### config.mk
export PLATFORM = sky130hd
export DESIGN_NAME = rv_instr_encoder
export DESIGN_NICKNAME = d
export VERILOG_FILES = /design/src/rtl/rv_instr_encoder.sv
export SDC_FILE = /design/constraint.sdc
export NUM_CORES = 1
export LEC_CHECK = 0
export CAP_MARGIN = 20
export CORE_MARGIN = 10
export CORE_UTILIZATION = 45
export CTS_CLUSTER_DIAMETER = 120
export CTS_CLUSTER_SIZE = 40
export DETAILED_ROUTE_END_ITERATION = 8
export GPL_ROUTABILITY_DRIVEN = 0
export PLACE_DENSITY = 0.76
export SYNTH_ARGS = -nofsm -noshare
export SYNTH_HDL_FRONTEND = slang
export SYNTH_SLANG_ARGS = --single-unit
### constraint.sdc
create_clock -name clk -period 2 [get_ports clk]
set_input_delay 0.2 -clock clk [delete_from_list [all_inputs] [get_ports clk]]
set_output_delay 0.2 -clock clk [all_outputs]
set_load 0.01 [all_outputs]
### src/rtl/rv_instr_encoder.sv
// rv_instr_encoder: packs a RISC-V field bundle (R, I-arith, LW, SW, BR)
// into a 32-bit word and streams the words into instruction memory at
// consecutive byte addresses, honouring memory backpressure.
module rv_instr_encoder #(
  parameter int unsigned              ADDR_W    = 32,
  parameter logic [ADDR_W-1:0]        BASE_ADDR = '0,
  parameter int unsigned              DEPTH     = 64,
  localparam int unsigned             CW        = $clog2(DEPTH+1)
) (
  input  logic              clk,
  input  logic              reset,
  input  logic              in_valid,
  output logic              in_ready,
  input  logic [2:0]        in_class,
  input  logic [4:0]        in_rd,
  input  logic [4:0]        in_rs1,
  input  logic [4:0]        in_rs2,
  input  logic [2:0]        in_funct3,
  input  logic [6:0]        in_funct7,
  input  logic [12:0]       in_imm,
  input  logic              mem_busy,
  output logic              wr_en,
  output logic [ADDR_W-1:0] wr_addr,
  output logic [31:0]       wr_data,
  output logic [CW-1:0]     word_count,
  output logic              full,
  output logic              err_illegal,
  input  logic              clr_err
);

  typedef enum logic [2:0] {
    CL_R  = 3'd0,
    CL_I  = 3'd1,
    CL_LW = 3'd2,
    CL_SW = 3'd3,
    CL_BR = 3'd4
  } cls_e;

  typedef struct packed {
    logic [2:0]  cls;
    logic [4:0]  rd;
    logic [4:0]  rs1;
    logic [4:0]  rs2;
    logic [2:0]  funct3;
    logic [6:0]  funct7;
    logic [12:0] imm;
  } req_t;

  req_t        req;
  logic [31:0] enc;
  logic        legal;
  logic        accept;
  logic        wr_done;
  logic [CW:0] pend_cnt;

  assign req = '{cls: in_class, rd: in_rd, rs1: in_rs1, rs2: in_rs2,
                 funct3: in_funct3, funct7: in_funct7, imm: in_imm};

  // Words committed plus the one waiting in the output register; once this
  // reaches DEPTH nothing more may be accepted.
  assign pend_cnt = {1'b0, word_count} + {{CW{1'b0}}, wr_en};
  assign full     = (word_count == CW'(DEPTH));
  assign in_ready = !reset && (pend_cnt < (CW+1)'(DEPTH)) && (!wr_en || !mem_busy);
  assign accept   = in_valid && in_ready;
  assign wr_done  = wr_en && !mem_busy;

  // Format assembly; unknown classes and odd branch offsets are flagged illegal.
  always_comb begin
    enc   = 32'h0;
    legal = 1'b1;
    case (req.cls)
      CL_R:  enc = {req.funct7, req.rs2, req.rs1, req.funct3, req.rd, 7'b0110011};
      CL_I:  enc = {req.imm[11:0], req.rs1, req.funct3, req.rd, 7'b0010011};
      CL_LW: enc = {req.imm[11:0], req.rs1, req.funct3, req.rd, 7'b0000011};
      CL_SW: enc = {req.imm[11:5], req.rs2, req.rs1, req.funct3, req.imm[4:0], 7'b0100011};
      CL_BR: begin
        enc   = {req.imm[12], req.imm[10:5], req.rs2, req.rs1, req.funct3,
                 req.imm[4:1], req.imm[11], 7'b1100011};
        legal = !req.imm[0];
      end
      default: legal = 1'b0;
    endcase
  end

  // Output register and write pointer; a new legal word can replace one that
  // completes in the same cycle, giving one write per clock.
  always_ff @(posedge clk) begin
    if (reset) begin
      wr_en      <= 1'b0;
      wr_data    <= 32'h0;
      wr_addr    <= BASE_ADDR;
      word_count <= '0;
    end else begin
      if (wr_done) begin
        wr_addr    <= wr_addr + ADDR_W'(4);
        word_count <= word_count + CW'(1);
      end
      if (accept && legal) begin
        wr_en   <= 1'b1;
        wr_data <= enc;
      end else if (wr_done) begin
        wr_en   <= 1'b0;
      end
    end
  end

  // Sticky illegal flag; a fresh illegal bundle beats a simultaneous clear.
  always_ff @(posedge clk) begin
    if (reset)
      err_illegal <= 1'b0;
    else if (accept && !legal)
      err_illegal <= 1'b1;
    else if (clr_err)
      err_illegal <= 1'b0;
  end

endmodule

==> results.sh, run 1 <==
export IMPL_status="finished, final reports clean"
export IMPL_synth_ff_type="dfxtp_1"
export IMPL_cts_htree_levels=3
export IMPL_cts_tree="done"
export IMPL_hold_ws_ns=0.401
export IMPL_p_per_area_nw_per_um2=629
export IMPL_synthAdderAreaFrac_pct=1.12
export IMPL_drt_initial_drc_count=102
export IMPL_grt_usage_pct=16.7
export IMPL_worst_pin_slew_ns=0.726
export IMPL_drc=0
export IMPL_vias=3282
export IMPL_synth_top_family_by_area="simple AND/OR/NAND/NOR gates"
export IMPL_cp_start_kind="register"
export IMPL_yosys_area_share_xor_xnor_pct=4.18
export IMPL_reg2reg_from="word_count[2]"
export IMPL_postLayoutCellArea_sq_um=4970
export IMPL_die_h_um=106
export IMPL_end_kind="output pin"
export IMPL_async_flop_share_pct=0
export IMPL_antennaDiodeCount=0
export IMPL_synth_area_leaders="dfxtp_1 41%, nor2_1 5.0%, a21oi_1 4.9%, nand2_1 3.4%, xor2_1 3.1%"
export IMPL_synth_cell_types=46
export IMPL_synth_warnings=0
export IMPL_clock_root_buffer="clkbuf_8"
export IMPL_slew_headroom_pct=51.6
export IMPL_max_freq_mhz=528
export IMPL_crit_buf_inv=1
export IMPL_initial_utilization_pct=46.2
export IMPL_antenna_found_initial=0
export IMPL_min_path_type="primary input to register"
export IMPL_design_core_area_sq_um=7250
export IMPL_dieArea_sq_um=11300
export IMPL_p_leak_nw=1.73
export IMPL_clk_latency_ns=0.34
export IMPL_numCtsBuffers=9
export IMPL_cpPeakStageDelay_ns=0.55
export IMPL_drtAntennaViolNets=0
export IMPL_max_cap_violations=0
export IMPL_rows=31
export IMPL_synth_top_area_share_pct=40.6
export IMPL_syn_inst=391
export IMPL_post_route_min_period_ns=1.89
export IMPL_setup_tns_ns=0
export IMPL_area_delta_synth_final_pct=48.2
export IMPL_fin_skew_ns=0.00953
export IMPL_place_area_sq_um=4700
export IMPL_yosys_area_share_simple_pct=25.7
export IMPL_cts_max_path_buffers=2
export IMPL_hpwl_um=7220
export IMPL_ios=121
export IMPL_cts_sinks=68
export IMPL_synth_edf_count=0
export IMPL_synth_seq_cells=68
export IMPL_yosys_mux_area_fraction_pct=4.78
export IMPL_critical_path_class="register to output pin"
export IMPL_crit_arrival_ns=1.69
export IMPL_cpLargestDelayFamily="buffers and inverters"
export IMPL_grt_overflow=0
export IMPL_fin_nets=566
export IMPL_path_clk_slew_ns=0.08
export IMPL_cp_data_required_time_ns=1.80
export IMPL_synth_area_sq_um=3350
export IMPL_routed_wl_um=9680
export IMPL_ir_drop_v=0.000362
export IMPL_yosysSeqAreaShare_pct=40.6
export IMPL_crit_start="wr_en"
export IMPL_crit_chain="a211oi_4, o21a_1, clkdlybuf4s50_1"
export IMPL_synth_compound_area_share_pct=17.9
export IMPL_routedWlPerCell_um=15.6
export IMPL_slew_viol_final=0
export IMPL_die_w_um=106
export IMPL_grt_pass1_vias=3301
export IMPL_synthTopCellsByCount="68 x dfxtp_1, 45 x nor2_1, 33 x a21oi_1"
export IMPL_final_layout_size_suffix_gt1_share_pct=12.8
export IMPL_grt_max_degree=71
export IMPL_post_route_period_util_pct=94.7
export IMPL_synthMostInstantiatedCell="dfxtp_1"
export IMPL_synth_top_cell_by_area="dfxtp_1"
export IMPL_nFillCells=612
export IMPL_power_total_mw=3.12
export IMPL_setup_viol=0
export IMPL_portBuffers=116
export IMPL_hp_start="in_rs1[0]"
export IMPL_cp_slowest_cell="clkdlybuf4s50_1"
export IMPL_grt_pass1_wl_um=15800
export IMPL_cp_max_fo=6
export IMPL_dr_pass1_iters=6
export IMPL_drt_vias_per_instance=5.29
export IMPL_rsz0062_at_grt="false"
export IMPL_syn_avg_cell_area_sq_um=8.58
export IMPL_finalHoldViolations=0
through the flow:
stage | instances | utilization, % | setup slack (ns)
after floorplan | 394 | - | 0.271
after global placement | 603 | 64.8 | 0.00284
after detailed placement | 603 | 64.8 | -0.0616
after CTS | 620 | 68.2 | 0.00232
after global routing | 621 | 68.5 | 0.0167
final | 621 | 68.5 | 0.106
state kept, by name, indices dropped and copies added, names as in the netlist:
| register | count |
|---|---|
| err_illegal | 1 |
| wr_addr | 30 |
| wr_en | 1 |
| word_count | 7 |
| wr_data | 29 |
worst register-to-register path, cell delays in order (launching register included):
cell	delay [ns]
dfxtp_1	0.49
nand4_1	0.16
buf_4	0.18
o2111ai_1	0.46
buf_4	0.25
nand2_1	0.06
a21oi_1	0.12
cell families (layout without fill, tap and decap cells):
group / Yosys count / in the layout
AO/OA/AOI/OAI: 89 / 89
AND/OR/NAND/NOR: 161 / 161
buffers and inverters: 38 / 166
flip-flops: 68 / 68
XOR/XNOR: 16 / 16
multiplexers: 15 / 15
other: 1 / 4
adder cells (fa/ha/maj): 3 / 3
worst paths after layout:
check                                   end  slack [ns]  cells after the start
worst max-delay path               in_ready        0.11                      3
worst min-delay path            wr_data[15]        0.40                      3
worst max register to register  wr_data[19]        0.21                      6
worst min register to register  wr_data[14]        0.45                      2
where the power goes:
part / internal (mW) / switching, mW / total, mW
Sequential: 1.39 / 0.0185 / 1.40
Clock: 0.772 / 0.545 / 1.32
Combinational: 0.227 / 0.176 / 0.402
Total: 2.39 / 0.739 / 3.12
timing repair:
item	4_1_cts	5_1_grt
setup buffers	1	1
setup endpoints to repair	2	2
pin swaps	1	2
resized for setup	5	4
hold buffers	0	0
routing by layer:
layer / track usage, % / up-vias / part of all wire [%]
met5: 0 / - / 0
met4: 4.84 / 0 / 0.76
met3: 7.25 / 7 / 8.3
met2: 28.5 / 91 / 49
met1: 18.3 / 1521 / 42
li1: - / 1663 / -
area by class of cell:
type,count,area [sq um],share of cell area [%]
Multi-Input combinational cell,288,1840,36.9
Clock inverter,5,83.8,1.69
Tap cell,99,124,2.49
Sequential cell,68,1360,27.4
Timing Repair Buffer,145,1390,28.0
Inverter,5,18.8,0.378
Clock buffer,11,151,3.05
layout by cell type, fill, tap and decap left out, types with 4 or more instances in the layout:
cell	count
xor2_1	12
dfxtp_1	67
a211oi_1	12
a31oi_1	5
conb_1	4
nor2b_1	16
a2bb2oi_1	5
nor2_1	45
mux2i_1	7
nand3_1	6
a21oi_1	33
buf_4	27
and3_1	5
clkbuf_8	11
inv_1	5
nand2_1	30
and4_1	5
o31ai_1	13
xnor2_1	4
or4_1	13
nand4_1	12
or3_1	5
a22oi_1	5
mux2_2	6
o221a_2	5
clkdlybuf4s50_1	114
o21ai_0	5
nor3_1	11
No activity file was read; power rests on OpenSTA's default activity.
==> run 2: changes to the inputs <==
CORE_MARGIN = 5   (was 10)
CTS_CLUSTER_DIAMETER = 150   (was 120)
PLACE_DENSITY = 0.91   (was 0.76)
==> run 2 against run 1 <==
  * Setup slack better by 0.016 ns
  * Largest cell class unchanged
  * Sequential share of layout area decreased by 0.083 points
  * Sequential power about the same
  * First-iteration DRC count up 36%
  * Clock skew is 0.0023 ns lower
  * Critical path depth grew 1
  * Via count increased by 3.5%
  * Wire length down 2.5%
  * Clock-buffer cell count decreased by 2
  * Register-to-register slack lost 0.09 ns
  * Clock power increased by 3%
  * Die area decreased by 18%
==> results.sh, run 2 (same netlist as run 1, synthesis figures left out) <==
export IMPL_area_delta_synth_final_pct=48.7
export IMPL_slew_headroom_pct=50.5
export IMPL_antenna_found_initial=0
export IMPL_routedWlPerCell_um=15.2
export IMPL_critical_path_class="register to register"
export IMPL_most_common_layout_cells="113 x clkdlybuf4s50_1, 67 x dfxtp_1, 45 x nor2_1, 33 x a21oi_1, 30 x nand2_1"
export IMPL_power_total_mw=3.17
export IMPL_grt_pass1_wl_um=15000
export IMPL_post_route_min_period_ns=1.88
export IMPL_post_route_period_util_pct=93.9
export IMPL_p_per_area_nw_per_um2=636
export IMPL_p_leak_nw=1.74
export IMPL_die_h_um=96.3
export IMPL_cts_hold_buffers_added=0
export IMPL_finalHoldViolations=0
export IMPL_worst_pin_slew_ns=0.742
export IMPL_rows=31
export IMPL_ios=121
export IMPL_hpwl_um=6840
export IMPL_crit_start="wr_addr[15]"
export IMPL_cp_start_kind="register"
export IMPL_path_clk_slew_ns=0.08
export IMPL_reg_top3="wr_addr (30), wr_data (29), word_count (7)"
export IMPL_clock_root_buffer="clkbuf_8"
export IMPL_wl_met3_um=719
export IMPL_status="finished, final reports clean"
export IMPL_drt_initial_drc_count=139
export IMPL_max_freq_mhz=532
export IMPL_slew_viol_final=0
export IMPL_numCtsBuffers=9
export IMPL_maxUsedRoutingLayer="met4"
export IMPL_min_path_type="primary input to register"
export IMPL_hold_ws_ns=0.409
export IMPL_ir_drop_v=0.000638
export IMPL_largest_reg_flops=30
export IMPL_drtAntennaViolNets=0
export IMPL_grt_max_degree=71
export IMPL_cts_max_path_buffers=2
export IMPL_cts_sinks=68
export IMPL_regMostFlops="wr_addr"
export IMPL_cp_max_fo=19
export IMPL_dieArea_sq_um=9280
export IMPL_final_layout_size_suffix_gt1_share_pct=13.1
export IMPL_max_cap_violations=0
export IMPL_fin_nets=566
export IMPL_place_area_sq_um=4710
export IMPL_die_w_um=96.3
export IMPL_design_core_area_sq_um=7250
export IMPL_clk_latency_ns=0.33
export IMPL_crit_arrival_ns=2.10
export IMPL_postLayoutCellArea_sq_um=4980
export IMPL_antennaDiodeCount=0
export IMPL_reg2reg_from="wr_addr[15]"
export IMPL_dr_wl_met2_um=4940
export IMPL_vias=3396
export IMPL_hp_start="in_funct3[2]"
export IMPL_cp_data_required_time_ns=2.22
export IMPL_cts_tree="done"
export IMPL_drc=0
export IMPL_grt_pass1_vias=3313
export IMPL_wl_met1_um=3690
export IMPL_fin_skew_ns=0.00726
export IMPL_end_kind="register"
export IMPL_rsz0062_at_grt="false"
export IMPL_setup_viol=0
export IMPL_grt_usage_pct=20.2
export IMPL_dr_pass1_iters=5
export IMPL_drt_vias_per_instance=5.48
export IMPL_initial_utilization_pct=46.2
export IMPL_cts_htree_levels=3
export IMPL_routed_wl_um=9440
export IMPL_portBuffers=116
export IMPL_final_common_cell="clkdlybuf4s50_1"
export IMPL_grt_overflow=0
[run 2: final timing paths]
path,end,slack [ns],cells past startpoint
worst max register to register,wr_addr[30],0.12,4
worst max-delay path,wr_addr[30],0.12,4
worst min register to register,wr_data[13],0.45,2
worst min-delay path,wr_data[14],0.41,3
[run 2: per-stage QoR]
stage	util (%)	setup TNS [ns]	setup slack (ns)	std cells
floorplan	-	0	0.271	394
global placement	64.9	-0.0228	-0.00783	604
detailed placement	64.9	-0.277	-0.0701	604
CTS	68.2	0	0.0118	620
global route	68.7	0	0.0417	620
finish	68.7	0	0.122	620
[run 2: power by group]
part	internal, mW	switching (mW)	leakage (nW)
logic	0.228	0.175	1.08
registers	1.39	0.0197	0.552
clock network	0.823	0.539	0.112
total	2.44	0.733	1.74
[run 2: area by class of cell]
class | instances | area [sq um]
Fill cell | 569 | 2270
Multi-Input combinational cell | 288 | 1850
Timing Repair Buffer | 145 | 1400
Sequential cell | 68 | 1360
Clock buffer | 9 | 124
Tap cell | 99 | 124
Clock inverter | 6 | 114
Inverter | 5 | 18.8
[run 2: what timing repair did]
action	4_1_cts	5_1_grt
pin swaps	1	1
setup buffers	1	0
endpoints found under the hold margin	0	0
setup endpoints to repair	2	10
resized for setup	4	9
[run 2: per-layer routing]
layer | vias up | track usage, %
li1 | 1668 | -
met1 | 1613 | 22.0
met2 | 105 | 37.1
met3 | 10 | 6.41
met4 | 0 | 6.19
met5 | - | 0
[run 2: worst max-delay path, stage by stage, from the launching register on]
cell and delay (ns):
dfxtp_1 0.43, and4_1 0.34, nand3_4 0.22, nor4b_2 0.40
mux2_1 0.36
==> run 3: changes to the inputs <==
--- a/config.mk
+++ b/config.mk
@@ -6,4 +6,5 @@
 export NUM_CORES = 1
 export LEC_CHECK = 0
+export ABC_CLOCK_PERIOD_IN_PS = 2000
 export CAP_MARGIN = 20
 export CORE_MARGIN = 5
==> constraint.sdc (replaced) <==
create_clock -name clk -period 2 [get_ports clk]
set_input_delay 0.2 -clock clk [delete_from_list [all_inputs] [get_ports clk]]
set_output_delay 0.2 -clock clk [all_outputs]
set_load 0.1 [all_outputs]
==> run 3 against run 2 <==
  * Design area decreased by 4.0%
  * Highest routed layer unchanged
  * Die area did not move
  * Global-route usage decreased by 0.55 points
==> results.sh, run 3 (same netlist as run 1, synthesis figures left out) <==
export IMPL_crit_start="word_count[0]"
export IMPL_antennaDiodeCount=0
export IMPL_min_to="wr_data[4]"
export IMPL_crit_arrival_ns=1.76
export IMPL_cts_sinks=68
export IMPL_p_per_area_nw_per_um2=639
export IMPL_rows=31
export IMPL_portBuffers=116
export IMPL_die_w_um=96.3
export IMPL_grt_pass1_wl_um=14600
export IMPL_critical_path_class="register to output pin"
export IMPL_vias=3335
export IMPL_postCtsSetupRepairBufs=0
export IMPL_slew_viol_final=0
export IMPL_postLayoutCellArea_sq_um=4780
export IMPL_final_layout_size_suffix_gt1_share_pct=31.3
export IMPL_fin_nets=559
export IMPL_r2r_end="wr_addr[26]"
export IMPL_max_cap_violations=0
export IMPL_area_delta_synth_final_pct=42.7
export IMPL_grt_usage_pct=19.7
export IMPL_routed_wl_um=9030
export IMPL_drc=0
export IMPL_fin_skew_ns=0.00714
export IMPL_cts_max_path_buffers=2
export IMPL_drt_initial_drc_count=98
export IMPL_initial_utilization_pct=46.2
export IMPL_numCtsBuffers=9
export IMPL_path_clk_slew_ns=0.07
export IMPL_slew_headroom_pct=52.8
export IMPL_most_common_layout_cells="88 x buf_4, 45 x nor2_1, 44 x clkdlybuf4s50_1, 36 x dfxtp_1, 33 x a21oi_1"
export IMPL_cts_tree="done"
export IMPL_drtAntennaViolNets=0
export IMPL_reg2reg_from="wr_addr[16]"
export IMPL_p_leak_nw=1.83
export IMPL_grt_pass1_vias=3225
export IMPL_r2r_slack_ns=0.22
export IMPL_regMostFlops="wr_addr"
export IMPL_cts_hold_buffers_added=0
export IMPL_ios=121
export IMPL_design_core_area_sq_um=7250
export IMPL_ir_drop_v=0.000407
export IMPL_rsz0062_at_grt="true"
export IMPL_routedWlPerCell_um=14.7
export IMPL_min_path_type="primary input to register"
export IMPL_place_area_sq_um=4610
export IMPL_hp_start="reset"
export IMPL_power_total_mw=3.06
export IMPL_setup_viol=0
export IMPL_status="finished, final reports clean"
export IMPL_post_route_min_period_ns=1.96
export IMPL_cp_start_kind="register"
export IMPL_hold_ws_ns=0.367
export IMPL_cp_max_fo=5
export IMPL_dr_pass1_iters=4
export IMPL_hpwl_um=6870
export IMPL_finalHoldViolations=0
export IMPL_cp_data_required_time_ns=1.80
export IMPL_largest_reg_flops=30
export IMPL_max_freq_mhz=511
export IMPL_clk_latency_ns=0.33
export IMPL_drt_vias_per_instance=5.43
export IMPL_post_route_period_util_pct=97.8
export IMPL_grt_overflow=0
export IMPL_cts_htree_levels=3
export IMPL_grt_max_degree=71
export IMPL_clock_root_buffer="clkbuf_8"
export IMPL_worst_pin_slew_ns=0.709
export IMPL_final_common_cell="buf_4"
export IMPL_dieArea_sq_um=9280
export IMPL_reg_top3="wr_addr (30), wr_data (29), word_count (7)"
export IMPL_die_h_um=96.3
export IMPL_antenna_found_initial=0
export IMPL_end_kind="output pin"
export IMPL_reg2regPathDepth=5
export IMPL_cts_resized=0
export IMPL_min_path_cells=5
-- run 3: worst max-delay path by stage --
| stage | end |
|---|---|
| 3_5_place_dp | wr_data[25] |
| 4_1_cts | full |
| 3_3_place_gp | wr_data[8] |
| 6_report | full |
| 2_1_floorplan | full |
| 5_1_grt | full |
-- run 3: area by class of cell --
class / count / area [sq um]
clock buffer: 12 / 155
clock inverter: 4 / 23.8
fill: 578 / 2470
inverter: 5 / 18.8
multi-input combinational: 288 / 1830
sequential: 68 / 1430
tap: 99 / 124
timing repair buffer: 138 / 1210
-- run 3: worst max-delay path, cell delays in order, from the launching register on --
cell	delay [ns]
dfxtp_4	0.37
inv_2	0.05
ha_1	0.12
or4b_4	0.46
nor3b_4	0.23
buf_12	0.20
-- run 3: per-stage QoR --
stage | worst slack, ns | setup TNS [ns] | utilization, % | std cells
final | 0.0437 | 0 | 66.0 | 614
after global routing | -0.0461 | -0.0461 | 66.0 | 614
after CTS | 0.00159 | 0 | 66.0 | 614
after detailed placement | -0.0746 | -0.431 | 63.5 | 598
after global placement | 0.0141 | 0 | 63.5 | 598
after floorplan | -0.171 | -0.171 | - | 394
-- run 3: routing by layer --
layer | wire (um) | vias up | GRT usage (%) | share of wire (%)
met4 | 104 | 0 | 7.13 | 1.2
met2 | 4670 | 101 | 34.2 | 52
li1 | - | 1660 | - | -
met3 | 607 | 13 | 5.39 | 6.7
met5 | 0 | - | 0 | 0
met1 | 3650 | 1561 | 23.1 | 40
-- run 3: where the power goes --
group	leakage, nW	internal [mW]	switching [mW]
clock network	0.0860	0.512	0.489
registers	0.571	1.37	0.0224
logic	1.18	0.217	0.442
